**config.mk**
```make
export PLATFORM = sky130hd
export DESIGN_NAME = argmax_frame_ctrl_flat
export DESIGN_NICKNAME = d
export VERILOG_FILES = /design/src/rtl/argmax_frame_ctrl_if.sv /design/src/rtl/argmax_frame_ctrl.sv /design/src/flat_wrapper.sv
export SDC_FILE = /design/constraint.sdc
export NUM_CORES = 1
export LEC_CHECK = 0
export CAP_MARGIN = 30
export CORE_ASPECT_RATIO = 0.6
export CORE_UTILIZATION = 45
export DETAILED_ROUTE_END_ITERATION = 8
export PLACE_DENSITY = 0.87
export SYNTH_ARGS = -nofsm -noshare
export SYNTH_HDL_FRONTEND = slang
export SYNTH_SLANG_ARGS = --single-unit
```
**constraint.sdc**
```tcl
create_clock -name clk -period 7.1 [get_ports clk]
set_input_delay 1.42 -clock clk [delete_from_list [all_inputs] [get_ports clk]]
set_output_delay 1.42 -clock clk [all_outputs]
set_load 0.01 [all_outputs]
```
**src/rtl/argmax_frame_ctrl_if.sv**
```systemverilog
`default_nettype none
// ============================================================================
//  Module      : argmax_frame_ctrl_if
//  Description : Bundle of command, sample-stream, arg_max and result signals
//                around the arg_max frame sequencer.
//  Revision    : 1.0 - initial release
// ============================================================================
interface argmax_frame_ctrl_if #(
    parameter int I_BITS       = 16,
    parameter int Q_BITS       = 16,
    parameter int OUT_MAX_BITS = 33,
    parameter int INDEX_BITS   = 10
);
    logic                    start;
    logic [INDEX_BITS-1:0]   frame_len;
    logic [I_BITS-1:0]       s_xi;
    logic [Q_BITS-1:0]       s_xq;
    logic                    s_valid;
    logic                    s_ready;
    logic [I_BITS-1:0]       am_xi;
    logic [Q_BITS-1:0]       am_xq;
    logic                    am_valid;
    logic                    am_ready;
    logic                    am_last;
    logic [OUT_MAX_BITS-1:0] am_max;
    logic [INDEX_BITS-1:0]   am_index;
    logic                    am_res_valid;
    logic                    am_res_ready;
    logic [OUT_MAX_BITS-1:0] res_max;
    logic [INDEX_BITS-1:0]   res_index;
    logic                    res_valid;
    logic                    res_ready;
    logic                    busy;
    logic                    done;
    logic                    idx_err;

    // Environment side: drives commands, samples and results into the controller.
    modport master (
        output start, frame_len, s_xi, s_xq, s_valid, am_ready,
               am_max, am_index, am_res_valid, res_ready,
        input  s_ready, am_xi, am_xq, am_valid, am_last, am_res_ready,
               res_max, res_index, res_valid, busy, done, idx_err
    );

    // Controller side.
    modport slave (
        input  start, frame_len, s_xi, s_xq, s_valid, am_ready,
               am_max, am_index, am_res_valid, res_ready,
        output s_ready, am_xi, am_xq, am_valid, am_last, am_res_ready,
               res_max, res_index, res_valid, busy, done, idx_err
    );
endinterface
`default_nettype wire

```
**src/rtl/argmax_frame_ctrl.sv**
```systemverilog
`default_nettype none
// ============================================================================
//  Module      : argmax_frame_ctrl
//  Description : Gates one frame of I/Q samples into arg_max, collects its
//                (max, index) result and holds it until downstream accepts.
//  Revision    : 1.0 - initial release
// ============================================================================
module argmax_frame_ctrl #(
    parameter int I_BITS       = 16,
    parameter int Q_BITS       = 16,
    parameter int OUT_MAX_BITS = 33,
    parameter int INDEX_BITS   = 10
) (
    input wire                 clk,
    input wire                 rst,
    argmax_frame_ctrl_if.slave bus
);

    localparam logic [INDEX_BITS-1:0] c_one = {{(INDEX_BITS-1){1'b0}}, 1'b1};

    typedef enum logic [1:0] {
        S_IDLE = 2'd0,
        S_FEED = 2'd1,
        S_WAIT = 2'd2,
        S_HOLD = 2'd3
    } state_t;

    state_t                  r_state;
    logic [INDEX_BITS-1:0]   r_count;
    logic [INDEX_BITS-1:0]   r_len;
    logic [OUT_MAX_BITS-1:0] r_res_max;
    logic [INDEX_BITS-1:0]   r_res_index;
    logic                    r_res_valid;
    logic                    r_idx_err;

    logic                    w_feed;
    logic                    w_last;
    logic                    w_xfer;

    assign w_feed = (r_state == S_FEED);
    // r_len is never zero in FEED, so the subtraction cannot underflow.
    assign w_last = w_feed && (r_count == (r_len - c_one));
    assign w_xfer = w_feed && bus.s_valid && bus.am_ready;

    assign bus.s_ready      = w_feed && bus.am_ready;
    assign bus.am_valid     = w_feed && bus.s_valid;
    assign bus.am_xi        = w_feed ? bus.s_xi : {I_BITS{1'b0}};
    assign bus.am_xq        = w_feed ? bus.s_xq : {Q_BITS{1'b0}};
    assign bus.am_last      = w_last;
    assign bus.am_res_ready = (r_state == S_WAIT);
    assign bus.res_max      = r_res_max;
    assign bus.res_index    = r_res_index;
    assign bus.res_valid    = r_res_valid;
    assign bus.busy         = (r_state != S_IDLE);
    assign bus.done         = (r_state == S_HOLD) && r_res_valid && bus.res_ready;
    assign bus.idx_err      = r_idx_err;

    always_ff @(posedge clk or posedge rst) begin
        if (rst) begin
            r_state     <= S_IDLE;
            r_count     <= '0;
            r_len       <= '0;
            r_res_max   <= '0;
            r_res_index <= '0;
            r_res_valid <= 1'b0;
            r_idx_err   <= 1'b0;
        end else begin
            case (r_state)
                S_IDLE: begin
                    if (bus.start && (bus.frame_len != '0)) begin
                        r_len     <= bus.frame_len;
                        r_count   <= '0;
                        r_idx_err <= 1'b0;
                        r_state   <= S_FEED;
                    end
                end
                S_FEED: begin
                    // Count stays on the last index so it never wraps at full length.
                    if (w_xfer) begin
                        if (w_last) begin
                            r_state <= S_WAIT;
                        end else begin
                            r_count <= r_count + c_one;
                        end
                    end
                end
                S_WAIT: begin
                    if (bus.am_res_valid) begin
                        r_res_max   <= bus.am_max;
                        r_res_index <= bus.am_index;
                        r_res_valid <= 1'b1;
                        if (bus.am_index >= r_len) begin
                            r_idx_err <= 1'b1;
                        end
                        r_state     <= S_HOLD;
                    end
                end
                S_HOLD: begin
                    if (r_res_valid && bus.res_ready) begin
                        r_res_valid <= 1'b0;
                        r_state     <= S_IDLE;
                    end
                end
                default: r_state <= S_IDLE;
            endcase
        end
    end

endmodule
`default_nettype wire

```
**src/flat_wrapper.sv**
```systemverilog
// flat-port wrapper written by rule: the top's interface ports become plain ports
module argmax_frame_ctrl_flat 
#(
    parameter int I_BITS       = 16,
    parameter int Q_BITS       = 16,
    parameter int OUT_MAX_BITS = 33,
    parameter int INDEX_BITS   = 10
)
  (clk, rst, bus_start, bus_frame_len, bus_s_xi, bus_s_xq, bus_s_valid, bus_am_ready, bus_am_max, bus_am_index, bus_am_res_valid, bus_res_ready, bus_s_ready, bus_am_xi, bus_am_xq, bus_am_valid, bus_am_last, bus_am_res_ready, bus_res_max, bus_res_index, bus_res_valid, bus_busy, bus_done, bus_idx_err);
  argmax_frame_ctrl_if #(.I_BITS(I_BITS), .Q_BITS(Q_BITS), .OUT_MAX_BITS(OUT_MAX_BITS), .INDEX_BITS(INDEX_BITS)) bus_i ();
  input wire clk;
  input wire rst;
  input wire logic [$bits(bus_i.start)-1:0] bus_start;
  input wire logic [$bits(bus_i.frame_len)-1:0] bus_frame_len;
  input wire logic [$bits(bus_i.s_xi)-1:0] bus_s_xi;
  input wire logic [$bits(bus_i.s_xq)-1:0] bus_s_xq;
  input wire logic [$bits(bus_i.s_valid)-1:0] bus_s_valid;
  input wire logic [$bits(bus_i.am_ready)-1:0] bus_am_ready;
  input wire logic [$bits(bus_i.am_max)-1:0] bus_am_max;
  input wire logic [$bits(bus_i.am_index)-1:0] bus_am_index;
  input wire logic [$bits(bus_i.am_res_valid)-1:0] bus_am_res_valid;
  input wire logic [$bits(bus_i.res_ready)-1:0] bus_res_ready;
  output wire logic [$bits(bus_i.s_ready)-1:0] bus_s_ready;
  output wire logic [$bits(bus_i.am_xi)-1:0] bus_am_xi;
  output wire logic [$bits(bus_i.am_xq)-1:0] bus_am_xq;
  output wire logic [$bits(bus_i.am_valid)-1:0] bus_am_valid;
  output wire logic [$bits(bus_i.am_last)-1:0] bus_am_last;
  output wire logic [$bits(bus_i.am_res_ready)-1:0] bus_am_res_ready;
  output wire logic [$bits(bus_i.res_max)-1:0] bus_res_max;
  output wire logic [$bits(bus_i.res_index)-1:0] bus_res_index;
  output wire logic [$bits(bus_i.res_valid)-1:0] bus_res_valid;
  output wire logic [$bits(bus_i.busy)-1:0] bus_busy;
  output wire logic [$bits(bus_i.done)-1:0] bus_done;
  output wire logic [$bits(bus_i.idx_err)-1:0] bus_idx_err;
  assign bus_i.start = bus_start;
  assign bus_i.frame_len = bus_frame_len;
  assign bus_i.s_xi = bus_s_xi;
  assign bus_i.s_xq = bus_s_xq;
  assign bus_i.s_valid = bus_s_valid;
  assign bus_i.am_ready = bus_am_ready;
  assign bus_i.am_max = bus_am_max;
  assign bus_i.am_index = bus_am_index;
  assign bus_i.am_res_valid = bus_am_res_valid;
  assign bus_i.res_ready = bus_res_ready;
  assign bus_s_ready = bus_i.s_ready;
  assign bus_am_xi = bus_i.am_xi;
  assign bus_am_xq = bus_i.am_xq;
  assign bus_am_valid = bus_i.am_valid;
  assign bus_am_last = bus_i.am_last;
  assign bus_am_res_ready = bus_i.am_res_ready;
  assign bus_res_max = bus_i.res_max;
  assign bus_res_index = bus_i.res_index;
  assign bus_res_valid = bus_i.res_valid;
  assign bus_busy = bus_i.busy;
  assign bus_done = bus_i.done;
  assign bus_idx_err = bus_i.idx_err;
  argmax_frame_ctrl #(.I_BITS(I_BITS), .Q_BITS(Q_BITS), .OUT_MAX_BITS(OUT_MAX_BITS), .INDEX_BITS(INDEX_BITS)) u_core (.clk(clk), .rst(rst), .bus(bus_i));
endmodule
```
==> out/metrics.csv <==
stage,metric,value,unit
flow_run,max-cap violations,0,
placement,dpl cell area,5573,sq um
detailed_routing,vias after detailed routing,3209,
detailed_routing,WL/cell,16.08,microns
finish,Register Area,1677,sq um
detailed_routing,First DRT Iteration DRCs,257,
clock_network,Max Root-Sink Buffers,2,
finish,Finished Cell Area,5853,sq um
detailed_routing,drt via density,5.151,
finish,diode count,0,
critical_path,worst-path fanout max,7,
critical_path,Worst path slowest cell,clkdlybuf4s50_1,
detailed_routing,post-route ant nets,0,
synth,number of synthesized flops with an enable pin,0,
worst_hold_path,hold crit path type,reg -> reg,
grt,total congestion overflow,0,
finish,fin cells,623,
synth,synthesized cell area,3739,sq um
clock_network,CTS root buf,clkbuf_16,
critical_path,Worst setup SP type,register,
timing,Final min period,4.414,ns
critical_path,CP required,5.68,ns
placement,routability cong.,0.8468,
synth,Mean Syn Cell Area,11.09,sq um
critical_path,reg2reg end,u_core.r_count[0],
floorplanning,Die Area,8689,sq um
timing,Fin Setup TNS,0,ns
critical_path,worst reg-to-reg setup slack,4.20,ns
synth,post-synthesis sequential area ratio,44.85,%
synth,ys async rst share,100.0,%
clock_network,post-CTS sizing,0,
timing,maximum clock rate,0.2265,GHz
finish,fin nets,618,
synth,"flops & latches, synth",67,
floorplanning,width of the die,119.7,microns
timing,final setup fails,0,
finish,area delta synth->final,56.56,%
critical_path,critical setup path kind,reg -> out,
grt,largest net degree at the start of global routing,68,
synth,syn nets,445,
placement,post-detail-place hpwl,7679,microns
clock_network,total CTS buffers,9,
timing,Final Max Slew Viols,0,
grt,initial antenna violation count,0,
detailed_routing,DRC violations left,0,
clock_network,Post-CTS Hold Buffers,0,
floorplanning,Top Ports,175,
critical_path,"Buf+Inv Stages, Crit Path",2,
grt,total track usage,24.30,%
finish,FILL cells,578,
synth,yosys warns,0,
critical_path,crit path DAT,2.99,ns
floorplanning,total core area,7945,sq um
status,run status,finished clean,
critical_path,Levels on crit path,9,
clock_network,TritonCTS clock tree,done,
clock_network,htree depth,3,
critical_path,R2R cell count,10,
timing,RSZ-0062 raised after global routing,no,
timing,"Hold Vio Cnt, Final",0,
timing,clock skew after layout,0.004857,ns
placement,placed insts,607,
grt,vias in the first global route,3206,
critical_path,Critical Path Sink,bus_am_last,
critical_path,CP peak stage delay,0.56,ns
detailed_routing,Routed Wire Length,10020,microns
critical_path,Setup crit end kind,primary output,
critical_path,RR Startpoint,u_core.r_len[0],
pwr,PwrDens,391.8,nW/um^2
synth,Yosys cell types,57,
floorplanning,Die Y,72.61,microns
timing,slew at the pin closest to its max-slew limit,0.8302,ns
timing,final worst-path cycle share,62.17,%
detailed_routing,1st-pass router iterations,4,
floorplanning,Row Count,25,
synth,Syn Inst Count,337,
pwr,Peak supply drop,0.1987,mV
critical_path,critical path's top delay family,simple AND/OR/NAND/NOR gates,
placement,IO Port Bufs,174,
clock_network,clk sinks,67,
clock_network,Post-CTS Setup Inserts,0,
critical_path,CP cell instances,inv_1 -> ha_1 -> o21ai_0 -> nor4_1 -> a211oi_1 -> o22a_1 -> nor3_1 -> and2_1 -> clkdlybuf4s50_1,
finish,area of the multi-input gates,1914,sq um
clock_network,clk_lat worst skew,0.33,ns
clock_network,"Reg clk slew, reported paths",0.06,ns
critical_path,crit path from,u_core.r_len[0],
floorplanning,initial core utilization,47.06,%
timing,worst rel slew slack,44.65,%
finish,layout cells sized above 1,16.12,%
grt,first-pass GRT wire length,16150,microns
synth,ys flop type,dfrtp_1,
pwr,static leakage,2.492,nW
==> logic make-up after synthesis <==
| kind of cell | Yosys count | synth area share, % |
|---|---|---|
| adder cells (fa/ha/maj) | 16 | 5.355 |
| AND/OR/NAND/NOR | 94 | 13.62 |
| buffers and inverters | 37 | 4.016 |
| AO/OA/AOI/OAI | 52 | 11.01 |
| XOR/XNOR | 13 | 3.815 |
| multiplexers | 58 | 17.34 |
| flip-flops | 67 | 44.85 |
==> power by group <==
group	leakage [nW]	switching [mW]	internal [mW]	total (mW)
Sequential	0.812	0.145	0.557	0.702
Clock	0.130	0.165	0.245	0.409
Combinational	1.55	0.501	0.681	1.18
Total	2.49	0.810	1.48	2.29
==> routing by layer <==
| layer | global-route usage (%) | up-vias | wire length [microns] |
|---|---|---|---|
| met5 | 0 | - | 0 |
| met1 | 32.95 | 1549 | 4644 |
| met3 | 6.953 | 12 | 664 |
| met2 | 38.54 | 120 | 4620 |
| li1 | - | 1528 | - |
| met4 | 6.389 | 0 | 89 |
==> layout make-up <==
cell class / count / share of cell area [%]
tap: 108 / 2.309
clock buffer: 10 / 4.083
multi-input combinational: 233 / 32.71
clock inverter: 6 / 0.7054
inverter: 22 / 1.411
sequential: 67 / 28.64
timing repair buffer: 177 / 30.14
==> worst min-delay path: stages, from the launching register on <==
cell and delay, ns:
dfrtp_1 0.34, nand2_1 0.04, o21ai_0 0.06
==> state kept, by name (all words and copies together), names as in the netlist <==
signal / cells
u_core.bus.idx_err: 1
u_core.bus.res_index: 10
u_core.bus.res_max: 33
u_core.bus.res_valid: 1
u_core.r_count: 10
u_core.r_len: 10
u_core.r_state: 2
==> worst min-delay path by stage <==
stage,startpoint,to,slack (ns),cells after the start
floorplan,u_core.r_len[7],u_core.r_len[7],0.50,1
global placement,u_core.bus.res_index[0],u_core.bus.res_index[0],0.46,2
detailed placement,u_core.bus.res_index[0],u_core.bus.res_index[0],0.47,2
CTS,u_core.bus.res_index[0],u_core.bus.res_index[0],0.48,2
global route,u_core.bus.res_max[29],u_core.bus.res_max[29],0.52,1
finish,u_core.bus.res_index[0],u_core.bus.res_index[0],0.48,2
==> cells in the final DEF, fill, tap and decap left out, types with 2 or more instances in the layout <==
cell,count
clkinv_2,2
or4_1,2
a31o_1,2
nor2b_1,2
o21ai_1,2
a211o_1,2
mux2_1,2
buf_4,3
inv_1,21
mux2_2,52
dfrtp_1,67
or2_2,2
a211oi_1,3
nand2_1,13
o211a_1,2
a211oi_2,2
xor2_1,5
mux2i_1,4
or3_1,3
nand3_1,5
nor2_1,14
ha_1,16
clkbuf_16,9
clkdlybuf4s50_1,174
xnor2_1,6
a21oi_1,9
nor3_1,6
clkinvlp_4,3
nor4_1,2
and3_1,3
and2_1,36
o21ai_0,10
==> stage by stage <==
stage                     util (%)  power [mW]  hold WS, ns  worst slack (ns)
after floorplan                  -       1.323       0.5040             3.786
after global placement       70.14       1.841       0.4624             3.014
after detailed placement     70.14       1.884       0.4714             2.899
after CTS                    73.67       2.307       0.4832             2.687
after global routing         73.67       2.437       0.5242             2.485
final                        73.67       2.293       0.4765             2.686
==> cell usage after synthesis (2+ instances only) <==
master,n,area share [%]
dfrtp_1,67,45
mux2_2,52,16
and2_1,36,6.0
inv_1,22,2.2
ha_1,16,5.4
nand2_1,14,1.4
nor2_1,14,1.4
clkbuf_1,11,1.1
o21ai_0,10,1.3
a21oi_1,9,1.2
nor3_1,6,0.80
xnor2_1,6,1.4
nand3_1,5,0.67
xor2_1,5,1.2
mux2i_1,4,1.1
a211oi_1,3,0.60
and3_1,3,0.50
buf_2,3,0.40
or3_1,3,0.50
a211o_1,2,0.47
a211oi_2,2,0.67
a31o_1,2,0.47
mux2_1,2,0.60
nor2b_1,2,0.33
nor4_1,2,0.33
o211a_1,2,0.54
o21ai_1,2,0.27
or2_2,2,0.33
or4_1,2,0.40
Note: power is estimated with default switching activity, not from simulation.
==> patch: new RTL, same settings <==
`Q_BITS` is set to 16 in 3 places; all go to 32.
--- a/src/rtl/argmax_frame_ctrl_if.sv
+++ b/src/rtl/argmax_frame_ctrl_if.sv
@@ -9,3 +9,3 @@
     parameter int I_BITS       = 16,
-    parameter int Q_BITS       = 16,
+    parameter int Q_BITS       = 32,
     parameter int OUT_MAX_BITS = 33,
--- a/src/rtl/argmax_frame_ctrl.sv
+++ b/src/rtl/argmax_frame_ctrl.sv
@@ -9,3 +9,3 @@
     parameter int I_BITS       = 16,
-    parameter int Q_BITS       = 16,
+    parameter int Q_BITS       = 32,
     parameter int OUT_MAX_BITS = 33,
--- a/src/flat_wrapper.sv
+++ b/src/flat_wrapper.sv
@@ -4,3 +4,3 @@
     parameter int I_BITS       = 16,
-    parameter int Q_BITS       = 16,
+    parameter int Q_BITS       = 32,
     parameter int OUT_MAX_BITS = 33,
Ports: changed (resized bus_am_xq and bus_s_xq); port bits go from 175 to 207. The function was not compared with the original's and may differ.
==> patch against the unedited design <==
  * Wire length is 11% higher
  * Register-to-register slack worse by 0.17 ns
  * Die area is 3.2% higher
  * Worst setup slack worse by 0.61 ns
  * Area after synthesis is 3.3% higher
  * Critical path type unchanged
  * Critical endpoint unchanged
  * Sequential cell count stayed put
  * Sequential share of layout area is 1.9 points lower
  * Power is 6.0% higher
  * Final area is 7.3% higher
==> patch: results (changes against the unedited design) <==
[final_layout] net count of the finished layout 682 [+10%]
[final_layout] number of sequential cells 67 [unchanged]
[synthesis] Net Count, Synth 479 [+7.6%]
[worst_setup_path] Reg2Reg Depth 9 [-1]
[worst_setup_path] maximum fanout count along the critical path 11 [+4]
[final_layout] inverter count 20 [-9.1%]
[synthesis] Compound-Gate Fraction of Synth Area 9.69% [-1.3 points]
[status] result of the run finished, final reports clean
[global_route] pin count of the biggest net entering global routing 68 [unchanged]
[placed_design] DP Wirelength 8370 um [+9.0%]
[worst_setup_path] Worst R2R Setup Slack 4.03 ns [-0.17 ns]
[global_route] wire length of the first global-routing pass 17100 um [+5.7%]
[final_layout] fraction of layout instances using a drive strength above 1 13.3% [-2.8 points]
[global_route] vias in the first global route 3312 [+3.3%]
[placed_design] routability congestion estimate from global placement 0.913 [+7.9%]
[timing] Final Skew 0.00894 ns [+0.00408 ns]
[worst_setup_path] CP arrival 3.60 ns [+0.61 ns]
[detailed_routing] DRC violation total after the first TritonRoute iteration 226 [-12%]
[synthesis] part of the Yosys area used for sequential elements 43.4% [-1.4 points]
[worst_setup_path] crit path capture bus_am_last
[synthesis] top area cells in the synthesized netlist sky130_fd_sc_hd__dfrtp_1, sky130_fd_sc_hd__mux2_2, sky130_fd_sc_hd__and2_1
[placed_design] buffers added on ports 206 [+18%]
[detailed_routing] Met3 Wirelength 883 um [+33%]
[global_route] aggregate global-route resource usage 25.3% [+0.98 points]
[final_layout] Non-CTS buffers 209 [+18%]
[final_layout] multi-input combinational cell count 251 [+7.7%]
[final_layout] sequential portion of the cell area 26.7% [-1.9 points]
[detailed_routing] Metal-1 WL 4920 um [+5.9%]
[detailed_routing] met2 wire length 5150 um [+11%]
[timing] actual transition at the worst max-transition pin 0.849 ns [+0.0184 ns]
[detailed_routing] via count 3389 [+5.6%]
[final_layout] area share of buffers outside the clock network 33.4% [+3.3 points]
[pwr] worst supply voltage drop on vdd 0.241 mV [+21%]
[synthesis] Commonest cells post-synth sky130_fd_sc_hd__dfrtp_1, sky130_fd_sc_hd__and2_1, sky130_fd_sc_hd__mux2_2
[global_route] grt met3 use 9.55% [+2.6 points]
[final_layout] share of the final layout cell area in multi-input gates 32.0% [-0.68 points]
[synthesis] distinct cell type count of the synthesized netlist 53 [-7.0%]
[global_route] met2 Use GR 37.8% [-0.72 points]
[final_layout] number of fillers in the final layout 540 [-6.6%]
[synthesis] Synth Area in XOR/XNOR 2.72% [-1.1 points]
[worst_setup_path] Reg2Reg Capture Point u_core.r_state[1]$_DFFE_PP0P_
## patch: cell count changes in the layout (fill, tap and decap cells not counted), sizes merged, moves of 4 or more
cell | before | now
nand4 | 1 | 5
and3 | 3 | 7
o21ai | 12 | 17
nand2 | 14 | 9
and2 | 36 | 51
clkdlybuf4s50 | 174 | 206
## patch: power by group through the flow
stage	sequential, mW	clock (mW)	combinational (mW)
3_3_place_gp	0.688	0	1.26
3_5_place_dp	0.704	0	1.29
4_1_cts	0.700	0.437	1.30
2_1_floorplan	0.730	0	0.644
6_report	0.703	0.432	1.29
5_1_grt	0.725	0.457	1.41
## patch: metrics by stage
stage	power, mW	std cells	hold WS, ns	cell area [um^2]	setup slack, ns
CTS	2.44	669	0.496	6260	2.10
global placement	1.95	654	0.470	5970	2.59
global route	2.59	670	0.510	6280	1.86
detailed placement	1.99	654	0.480	5970	2.47
finish	2.43	670	0.493	6280	2.08
floorplan	1.37	355	0.512	3860	3.43
